File: src/rtl/fabric_bitstream_guard.sv
// Bitstream framing guard: locks onto a sync word, validates the length header,
// forwards sync + payload and checks a CRC-32/MPEG-2 trailer over the payload.
module fabric_bitstream_guard #(
    parameter logic [31:0] SYNC_WORD      = 32'hFAB0_FAB1,
    parameter logic [31:0] MAX_WORDS      = 32'h0000_052E,
    parameter int unsigned TIMEOUT_CYCLES = 65536
) (
    input  logic        clk_i,
    input  logic        rst_i,
    input  logic [31:0] data_i,
    input  logic        valid_i,
    output logic [31:0] data_o,
    output logic        valid_o,
    output logic        busy_o,
    output logic        commit_o,
    output logic        error_o,
    output logic [1:0]  error_code_o,
    output logic [31:0] word_count_o
);

    typedef enum logic [1:0] {
        ST_IDLE    = 2'd0,
        ST_LEN     = 2'd1,
        ST_PAYLOAD = 2'd2,
        ST_CHECK   = 2'd3
    } state_t;

    localparam logic [31:0] CRC_POLY  = 32'h04C1_1DB7;
    localparam logic [31:0] CRC_INIT  = 32'hFFFF_FFFF;
    localparam logic [31:0] IDLE_LAST = 32'(TIMEOUT_CYCLES - 1);

    localparam logic [1:0] CODE_OK      = 2'd0;
    localparam logic [1:0] CODE_BAD_LEN = 2'd1;
    localparam logic [1:0] CODE_BAD_CRC = 2'd2;
    localparam logic [1:0] CODE_TIMEOUT = 2'd3;

    // One full 32-bit word through the CRC, MSB first (big-endian byte order).
    function automatic logic [31:0] crc32_word(input logic [31:0] crc_in,
                                               input logic [31:0] word);
        logic [31:0] c;
        c = crc_in;
        for (int i = 31; i >= 0; i--) begin
            if (c[31] ^ word[i]) begin
                c = {c[30:0], 1'b0} ^ CRC_POLY;
            end else begin
                c = {c[30:0], 1'b0};
            end
        end
        return c;
    endfunction

    state_t      state_q, state_d;
    logic [31:0] data_q, data_d;
    logic        valid_q, valid_d;
    logic        busy_q, busy_d;
    logic        commit_q, commit_d;
    logic        error_q, error_d;
    logic [1:0]  code_q, code_d;
    logic [31:0] count_q, count_d;
    logic [31:0] crc_q, crc_d;
    logic [31:0] idle_q, idle_d;
    logic [31:0] len_q, len_d;
    logic        timeout_s;
    logic [31:0] count_inc_s;

    // Expiry only when no word arrives in the final idle cycle: the word wins.
    assign timeout_s   = (state_q != ST_IDLE) && !valid_i && (idle_q == IDLE_LAST);
    assign count_inc_s = count_q + 32'd1;

    // Next-state and registered-output computation.
    always_comb begin
        state_d  = state_q;
        data_d   = data_q;
        valid_d  = 1'b0;
        commit_d = 1'b0;
        error_d  = 1'b0;
        code_d   = code_q;
        count_d  = count_q;
        crc_d    = crc_q;
        idle_d   = idle_q;
        len_d    = len_q;

        if (state_q == ST_IDLE) begin
            idle_d = 32'd0;
        end else if (valid_i) begin
            idle_d = 32'd0;
        end else begin
            idle_d = idle_q + 32'd1;
        end

        if (timeout_s) begin
            error_d = 1'b1;
            code_d  = CODE_TIMEOUT;
            state_d = ST_IDLE;
        end else begin
            case (state_q)
                ST_IDLE: begin
                    if (valid_i && (data_i == SYNC_WORD)) begin
                        data_d  = data_i;
                        valid_d = 1'b1;
                        count_d = 32'd0;
                        code_d  = CODE_OK;
                        crc_d   = CRC_INIT;
                        state_d = ST_LEN;
                    end else begin
                        state_d = ST_IDLE;
                    end
                end
                ST_LEN: begin
                    if (valid_i) begin
                        len_d = data_i;
                        if ((data_i == 32'd0) || (data_i > MAX_WORDS)) begin
                            error_d = 1'b1;
                            code_d  = CODE_BAD_LEN;
                            state_d = ST_IDLE;
                        end else begin
                            state_d = ST_PAYLOAD;
                        end
                    end else begin
                        state_d = ST_LEN;
                    end
                end
                ST_PAYLOAD: begin
                    // An embedded sync word is ordinary payload here.
                    if (valid_i) begin
                        data_d  = data_i;
                        valid_d = 1'b1;
                        crc_d   = crc32_word(crc_q, data_i);
                        count_d = count_inc_s;
                        if (count_inc_s == len_q) begin
                            state_d = ST_CHECK;
                        end else begin
                            state_d = ST_PAYLOAD;
                        end
                    end else begin
                        state_d = ST_PAYLOAD;
                    end
                end
                ST_CHECK: begin
                    if (valid_i) begin
                        if (data_i == crc_q) begin
                            commit_d = 1'b1;
                            code_d   = CODE_OK;
                        end else begin
                            error_d = 1'b1;
                            code_d  = CODE_BAD_CRC;
                        end
                        state_d = ST_IDLE;
                    end else begin
                        state_d = ST_CHECK;
                    end
                end
                default: begin
                    state_d = ST_IDLE;
                end
            endcase
        end

        busy_d = (state_d != ST_IDLE);
    end

    // State and output registers with synchronous reset.
    always_ff @(posedge clk_i) begin
        if (rst_i) begin
            state_q  <= ST_IDLE;
            data_q   <= 32'd0;
            valid_q  <= 1'b0;
            busy_q   <= 1'b0;
            commit_q <= 1'b0;
            error_q  <= 1'b0;
            code_q   <= CODE_OK;
            count_q  <= 32'd0;
            crc_q    <= CRC_INIT;
            idle_q   <= 32'd0;
            len_q    <= 32'd0;
        end else begin
            state_q  <= state_d;
            data_q   <= data_d;
            valid_q  <= valid_d;
            busy_q   <= busy_d;
            commit_q <= commit_d;
            error_q  <= error_d;
            code_q   <= code_d;
            count_q  <= count_d;
            crc_q    <= crc_d;
            idle_q   <= idle_d;
            len_q    <= len_d;
        end
    end

    assign data_o       = data_q;
    assign valid_o      = valid_q;
    assign busy_o       = busy_q;
    assign commit_o     = commit_q;
    assign error_o      = error_q;
    assign error_code_o = code_q;
    assign word_count_o = count_q;

endmodule

File: config.mk
export PLATFORM = sky130hd
export DESIGN_NAME = fabric_bitstream_guard
export DESIGN_NICKNAME = d
export VERILOG_FILES = /design/src/rtl/fabric_bitstream_guard.sv
export SDC_FILE = /design/constraint.sdc
export NUM_CORES = 1
export LEC_CHECK = 0
export BUFFER_PORTS_ARGS = -buffer_cell sky130_fd_sc_hd__buf_2
export CELL_PAD_IN_SITES_DETAIL_PLACEMENT = 0
export CELL_PAD_IN_SITES_GLOBAL_PLACEMENT = 2
export CORE_ASPECT_RATIO = 0.6
export CORE_MARGIN = 3
export CORE_UTILIZATION = 40
export CTS_CLUSTER_DIAMETER = 80
export DETAILED_ROUTE_END_ITERATION = 8
export PLACE_DENSITY = 0.91
export SLEW_MARGIN = 40
export SYNTH_ARGS = -nofsm -noshare
export SYNTH_HDL_FRONTEND = slang
export SYNTH_SLANG_ARGS = --single-unit
File: constraint.sdc
create_clock -name clk_i -period 10.1 [get_ports clk_i]
set_clock_uncertainty 0.1 [all_clocks]
set_input_delay 2.02 -clock clk_i [delete_from_list [all_inputs] [get_ports clk_i]]
set_output_delay 2.02 -clock clk_i [all_outputs]
set_load 0.005 [all_outputs]
Yosys cells after proc, flatten, opt, wreduce, memory -nomap -nowiden
Cells that the tools add are included.
{"block": "classes", "add_sub_neg": 2, "mul": 0, "n_div": 0, "n_lt_le_gt_ge": 1, "n_eq_ne": 13, "shift": 0, "mux": 159, "n_bitwise": 67, "reduce_logical": 17}
{"cell": "two-way mux 32 bit", "count": 99}
{"cell": "two-way mux 27 bit", "count": 32}
{"cell": "NOT 14 bit", "count": 32}
{"cell": "one-hot mux 32 bit (2 select lines)", "count": 3}
{"cell": "adder 32 x 1 -> 32 bit (second input constant)", "count": 2}
{"cell": "equality test 32 bit", "count": 2}
{"cell": "equality test 32 x 16 -> 1 bit (second input constant)", "count": 1}
{"cell": "equality test 32 bit (second input constant)", "count": 1}
{"cell": "> comparator 32 x 11 -> 1 bit (second input constant)", "count": 1}
{"cell": "logical NOT 32 bit", "count": 1}
{"cell": "bitwise XOR 1 bit", "count": 32}
{"cell": "two-way mux 2 bit", "count": 11}
{"cell": "two-way mux 1 bit", "count": 10}
{"cell": "inequality test 3 bit (second input constant)", "count": 3}
{"cell": "one-hot mux 2 bit (4 select lines)", "count": 1}
{"cell": "one-hot mux 2 bit (3 select lines)", "count": 1}
{"cell": "nonzero test 2 bit", "count": 3}
{"cell": "AND reduction 5 bit", "count": 1}
{"cell": "equality test 2 bit (second input constant)", "count": 2}
{"cell": "one-hot mux 1 bit (2 select lines)", "count": 2}
{"cell": "AND reduction 4 bit", "count": 1}
{"cell": "nonzero test 4 bit", "count": 1}
{"cell": "OR reduction 4 bit", "count": 1}
{"cell": "logical AND 1 bit", "count": 3}
{"cell": "11 further kinds", "count": 13}
{"block": "word_totals", "regBits": 168, "latchBits": 0, "ram_bits": 0, "mem_bits_ro": 0, "inputBits": 35, "out_inout_bits": 70, "elab_cells": 270, "mem_count": 0}

Longest topological paths before layout
{"block": "logic_depth", "word_depth": 159, "ltp_mapped": 12, "mapped_depth_nobuf": 10}

Worst setup path after synthesis
No wires, ideal clock.
{"block": "synth_timing", "path_type": "in2reg", "start": "input port data_i[30]", "end": "register crc_q[11]", "setup_time_ns": 0.070, "t_arrival_ns": 5.192, "path_slack_ns": 4.738, "stages": 10, "path_buffers": 1, "cell_sequence": "buf_2 -> xnor2_2 -> xnor3_1 -> xnor3_2 -> xnor3_2 -> xor2_2 -> xnor2_4 -> xor2_4 -> xnor3_1 -> a21oi_1"}
{"block": "synth_via", "elab_chain_cells": 131}
{"element": "start, declared", "line_no": "10", "text": "input logic [31:0] data_i,"}
{"element": "bitwise XOR 1 bit", "line_no": "43", "text": "if (c[31] ^ word[i]) begin"}
{"element": "two-way mux 27 bit", "line_no": "43"}
{"element": "two-way mux 32 bit", "line_no": "125", "text": "if (valid_i) begin"}
{"element": "two-way mux 32 bit", "line_no": "96", "text": "case (state_q)"}
{"element": "two-way mux 32 bit", "line_no": "91", "text": "if (timeout_s) begin"}
{"element": "two-way mux 27 bit or NOT 14 bit (tied branches)"}
{"element": "two-way mux 32 bit or two-way mux 27 bit (tied branches)", "line_no": "125, 43"}
{"element": "two-way mux 32 bit (on tied branches)", "line_no": "96, 125"}
{"element": "[... 115 more ...]"}
{"element": "two-way mux 27 bit or two-way mux 32 bit (tied branches)", "line_no": "43, 91"}
{"element": "two-way mux 32 bit", "line_no": "125"}
{"element": "two-way mux 32 bit", "line_no": "96"}
{"element": "two-way mux 32 bit", "line_no": "91"}
{"element": "NOT 14 bit (no source line) or bitwise XOR 1 bit (tied branches)"}
{"element": "two-way mux 27 bit", "line_no": "43"}
{"element": "two-way mux 32 bit", "line_no": "125"}
{"element": "one-hot mux 32 bit (2 select lines)", "line_no": "96"}
{"element": "end signal, assigned", "line_no": "185", "text": "crc_q <= crc_d;"}
{"element": "end, declared", "line_no": "60", "text": "logic [31:0] crc_q, crc_d;"}
Several ways; a longest one is shown, not always the timed one. The select of a mux whose other input is x is not followed.
A chain may end at the register's enable or synchronous reset.

Worst setup path after layout
{"block": "layout_timing", "start": "input port data_i[17]", "end": "register crc_q[24]"}
{"block": "layout_via", "elab_chain_cells": 79}
{"element": "bitwise XOR 1 bit", "line_no": "43"}
{"element": "two-way mux 27 bit", "line_no": "43"}
{"element": "two-way mux 32 bit", "line_no": "125"}
{"element": "two-way mux 32 bit", "line_no": "96"}
{"element": "two-way mux 32 bit", "line_no": "91"}
{"element": "NOT 14 bit (no source line)"}
{"element": "two-way mux 27 bit", "line_no": "43"}
{"element": "two-way mux 32 bit", "line_no": "125"}
{"element": "[... 63 more ...]"}
{"element": "NOT 14 bit (no source line)"}
{"element": "two-way mux 27 bit", "line_no": "43"}
{"element": "two-way mux 32 bit", "line_no": "125"}
{"element": "two-way mux 32 bit", "line_no": "96"}
{"element": "two-way mux 32 bit", "line_no": "91"}
{"element": "two-way mux 27 bit", "line_no": "43"}
{"element": "two-way mux 32 bit", "line_no": "125"}
{"element": "one-hot mux 32 bit (2 select lines)", "line_no": "96"}
Several ways; a longest one is shown, not always the timed one. The select of a mux whose other input is x is not followed.

==> results.py <==
metrics = {
    "outcome": {
        "run_status": "completed",
    },
    "synth": {
        "ys_seq_area_share_pct": 31.02,
        "synthArstFlopShare_pct": 0,
        "ys_top_cells_by_count": "xnor2_1, dfxtp_1, nand2_1",
        "syn_inst": 1226,
        "syn_nets": 1265,
        "synthFlopType": "dfxtp_1",
        "synth.most_common_cell": "xnor2_1",
        "ys_warn_count": 0,
        "synth_top_area_cell": "dfxtp_1",
        "netlist.area_leader.share_pct": 31.02,
        "yosysUniqueCellTypes": 52,
        "synth-edff-count": 0,
        "ys_ff_latch": 168,
        "syn_area_um2": 10840,
        "yosys-top-cells-area": "dfxtp_1, xnor2_1, xnor3_1, nand2_1, a21oi_1",
        "syn_area_per_cell_um2": 8.843,
    },
    "finish": {
        "drive_above_1_share_pct": 13.93,
        "insertedDiodeCount": 0,
        "area_growth_pct": 13.06,
        "nets": 1333,
    },
    "die": {
        "die_x_um": 218.5,
        "design.core.area_um2": 25960,
        "ios": 105,
        "initial_core_util_pct": 41.77,
        "dieHeight_um": 133.5,
        "dieArea_um2": 29180,
        "row_count": 45,
    },
    "clock_tree": {
        "holdBufCountCts": 0,
        "cts-resized-gates": 0,
        "path_clk_slew_ns": 0.07,
        "clockBufferDepth": 2,
        "post-cts-setup-buffers": 0,
        "cts_buffers": 17,
        "numClockSinks": 168,
        "htree_levels": 4,
        "cts_tree": "yes",
        "clk_latency_ns": 0.45,
        "root_buffer": "clkbuf_16",
    },
    "sta": {
        "maxSlewHeadroom_pct": 40.20,
        "final.setup.tns_ns": 0,
        "fin_crit_sh_pct": 57.70,
        "fmax_mhz": 171.6,
        "rsz0062_at_grt": "no",
        "worstMarginPinSlew_ns": 0.8905,
        "maxSlewViolCount": 0,
        "finalHoldViolations": 0,
        "setup_violations": 0,
        "period_needed_ns": 5.827,
    },
    "route": {
        "first_pass_iters": 5,
        "detailedRoute.firstIterationViolations": 1075,
        "via_per_inst": 5.544,
        "route.vias.total": 9197,
        "routedWlPerCell_um": 21.71,
        "drtAntennaViolNets": 0,
        "route.final.wire_length_um": 36020,
        "post-route-drc-count": 0,
    },
    "flow_run": {
        "cap_violations": 0,
    },
    "critical_path": {
        "startpoint_type": "input port",
        "required_ns": 10.34,
        "worst_setup_path_end_kind": "flip-flop",
        "arrival_ns": 6.07,
        "crit_type": "input port to flip-flop",
        "worstPathMaxFanout": 6,
    },
    "grt": {
        "track_usage_pct": 24.76,
        "grt_pass1_vias": 8258,
        "antenna_found_initial": 0,
        "grt_overflow_total": 0,
        "grt_pass1_wl_um": 53700,
        "grt_max_degree": 71,
    },
    "place": {
        "place.port_buffers": 104,
        "gp_congestion": 1.020,
        "dp_hpwl_um": 27390,
    },
    "power_and_ir_drop": {
        "peakVddDrop_uv": 345.3,
        "p_leak_nw": 4.725,
        "power_density_nw_per_um2": 346.9,
        "power_mw": 4.252,
    },
    "worst_hold_path": {
        "hold_class": "flip-flop to flip-flop",
    },
}
placed cells by master (no fill, tap or decap), drive strengths merged, types with 3 or more instances in the layout:
cell type,instances
nand2b,16
inv,18
a31oi,8
clkbuf,18
or2,5
nor3b,4
mux2i,4
xor2,67
and3,12
nor4,23
nand4,27
buf,113
a21oi,123
xnor2,201
and2,8
o21bai,3
nand3,23
nand3b,3
dfxtp,168
xnor3,50
clkinv,4
and4,7
o22ai,12
or4,6
a311oi,5
nor3,23
or3,17
ha,4
nor2,97
xor3,8
o21ai,38
nor2b,5
nand2,168
worst max-delay path, cell delays in order:
cell	delay, ns
buf_2	0.17
xnor2_1	0.70
xnor3_1	0.58
xnor2_4	0.26
xnor2_1	0.62
xnor3_2	0.68
xnor2_1	0.38
xnor3_1	0.48
nor2_1	0.10
o21bai_1	0.06
path summary, 6_finish.rpt:
check	to	start	cells past startpoint	slack [ns]
worst min register to register	data_o[1]$_SDFFE_PP0P_	data_o[1]$_SDFFE_PP0P_	2	0.35
worst max register to register	crc_q[24]$_SDFFE_PP1P_	crc_q[29]$_SDFFE_PP1P_	9	5.64
worst max-delay path	crc_q[24]$_SDFFE_PP1P_	data_i[17]	10	4.27
worst min-delay path	data_o[1]$_SDFFE_PP0P_	data_o[1]$_SDFFE_PP0P_	2	0.35
where the power goes:
part	total, mW	internal, mW	switching [mW]	leakage [nW]
clock	0.679	0.377	0.302	0.294
sequential	0.662	0.662	0.0000000000240	1.35
combinational	2.91	1.48	1.43	3.08
layer usage:
layer / track usage (%) / up-vias / wire [um]
met1: 40.82 / 4407 / 18400
met5: 0 / - / 0
met4: 4.995 / 0 / 362
met2: 28.01 / 438 / 12420
met3: 10.42 / 28 / 4836
li1: - / 4324 / -
flip-flops by register name, indices dropped and copies added, names as in the netlist:
name,cells
data_o,32
error_o,1
busy_o,1
valid_o,1
error_code_o,2
word_count_o,32
len_q,32
idle_q,32
state_q,2
commit_o,1
crc_q,32
logic make-up (layout without fill, tap and decap cells):
kind of cell | count (synthesis) | count (layout) | share of synthesized area (%)
xor gates and xnor gates | 326 | 326 | 35.76
DFF | 168 | 168 | 31.02
adders and majority gates | 4 | 4 | 0.4616
AOI/OAI and AO/OA | 203 | 203 | 10.32
buffers and inverters | 75 | 156 | 2.620
and+or+nand+nor | 446 | 446 | 19.45
muxes | 4 | 4 | 0.3693
cell type report:
type,instances,area [um^2]
fillers,2514,13700
multi-input cells,983,7224
flip-flops and latches,168,3363
repair buffers,113,590.6
well taps,352,440.4
clock buffers,18,439.2
clock inverters,14,158.9
inverters,11,41.29
stage by stage:
stage	std cells	instance area (um^2)	util, %	worst slack [ns]	hold slack [ns]
floorplan	1226	10840	-	4.738	0.3264
global placement	1627	11640	44.85	3.860	0.3340
detailed placement	1627	11650	44.90	3.924	0.3423
CTS	1659	12250	47.20	4.409	0.3520
global route	1659	12260	47.23	4.172	0.3673
finish	1659	12260	47.23	4.273	0.3501
No activity file was read; power rests on OpenSTA's default activity.
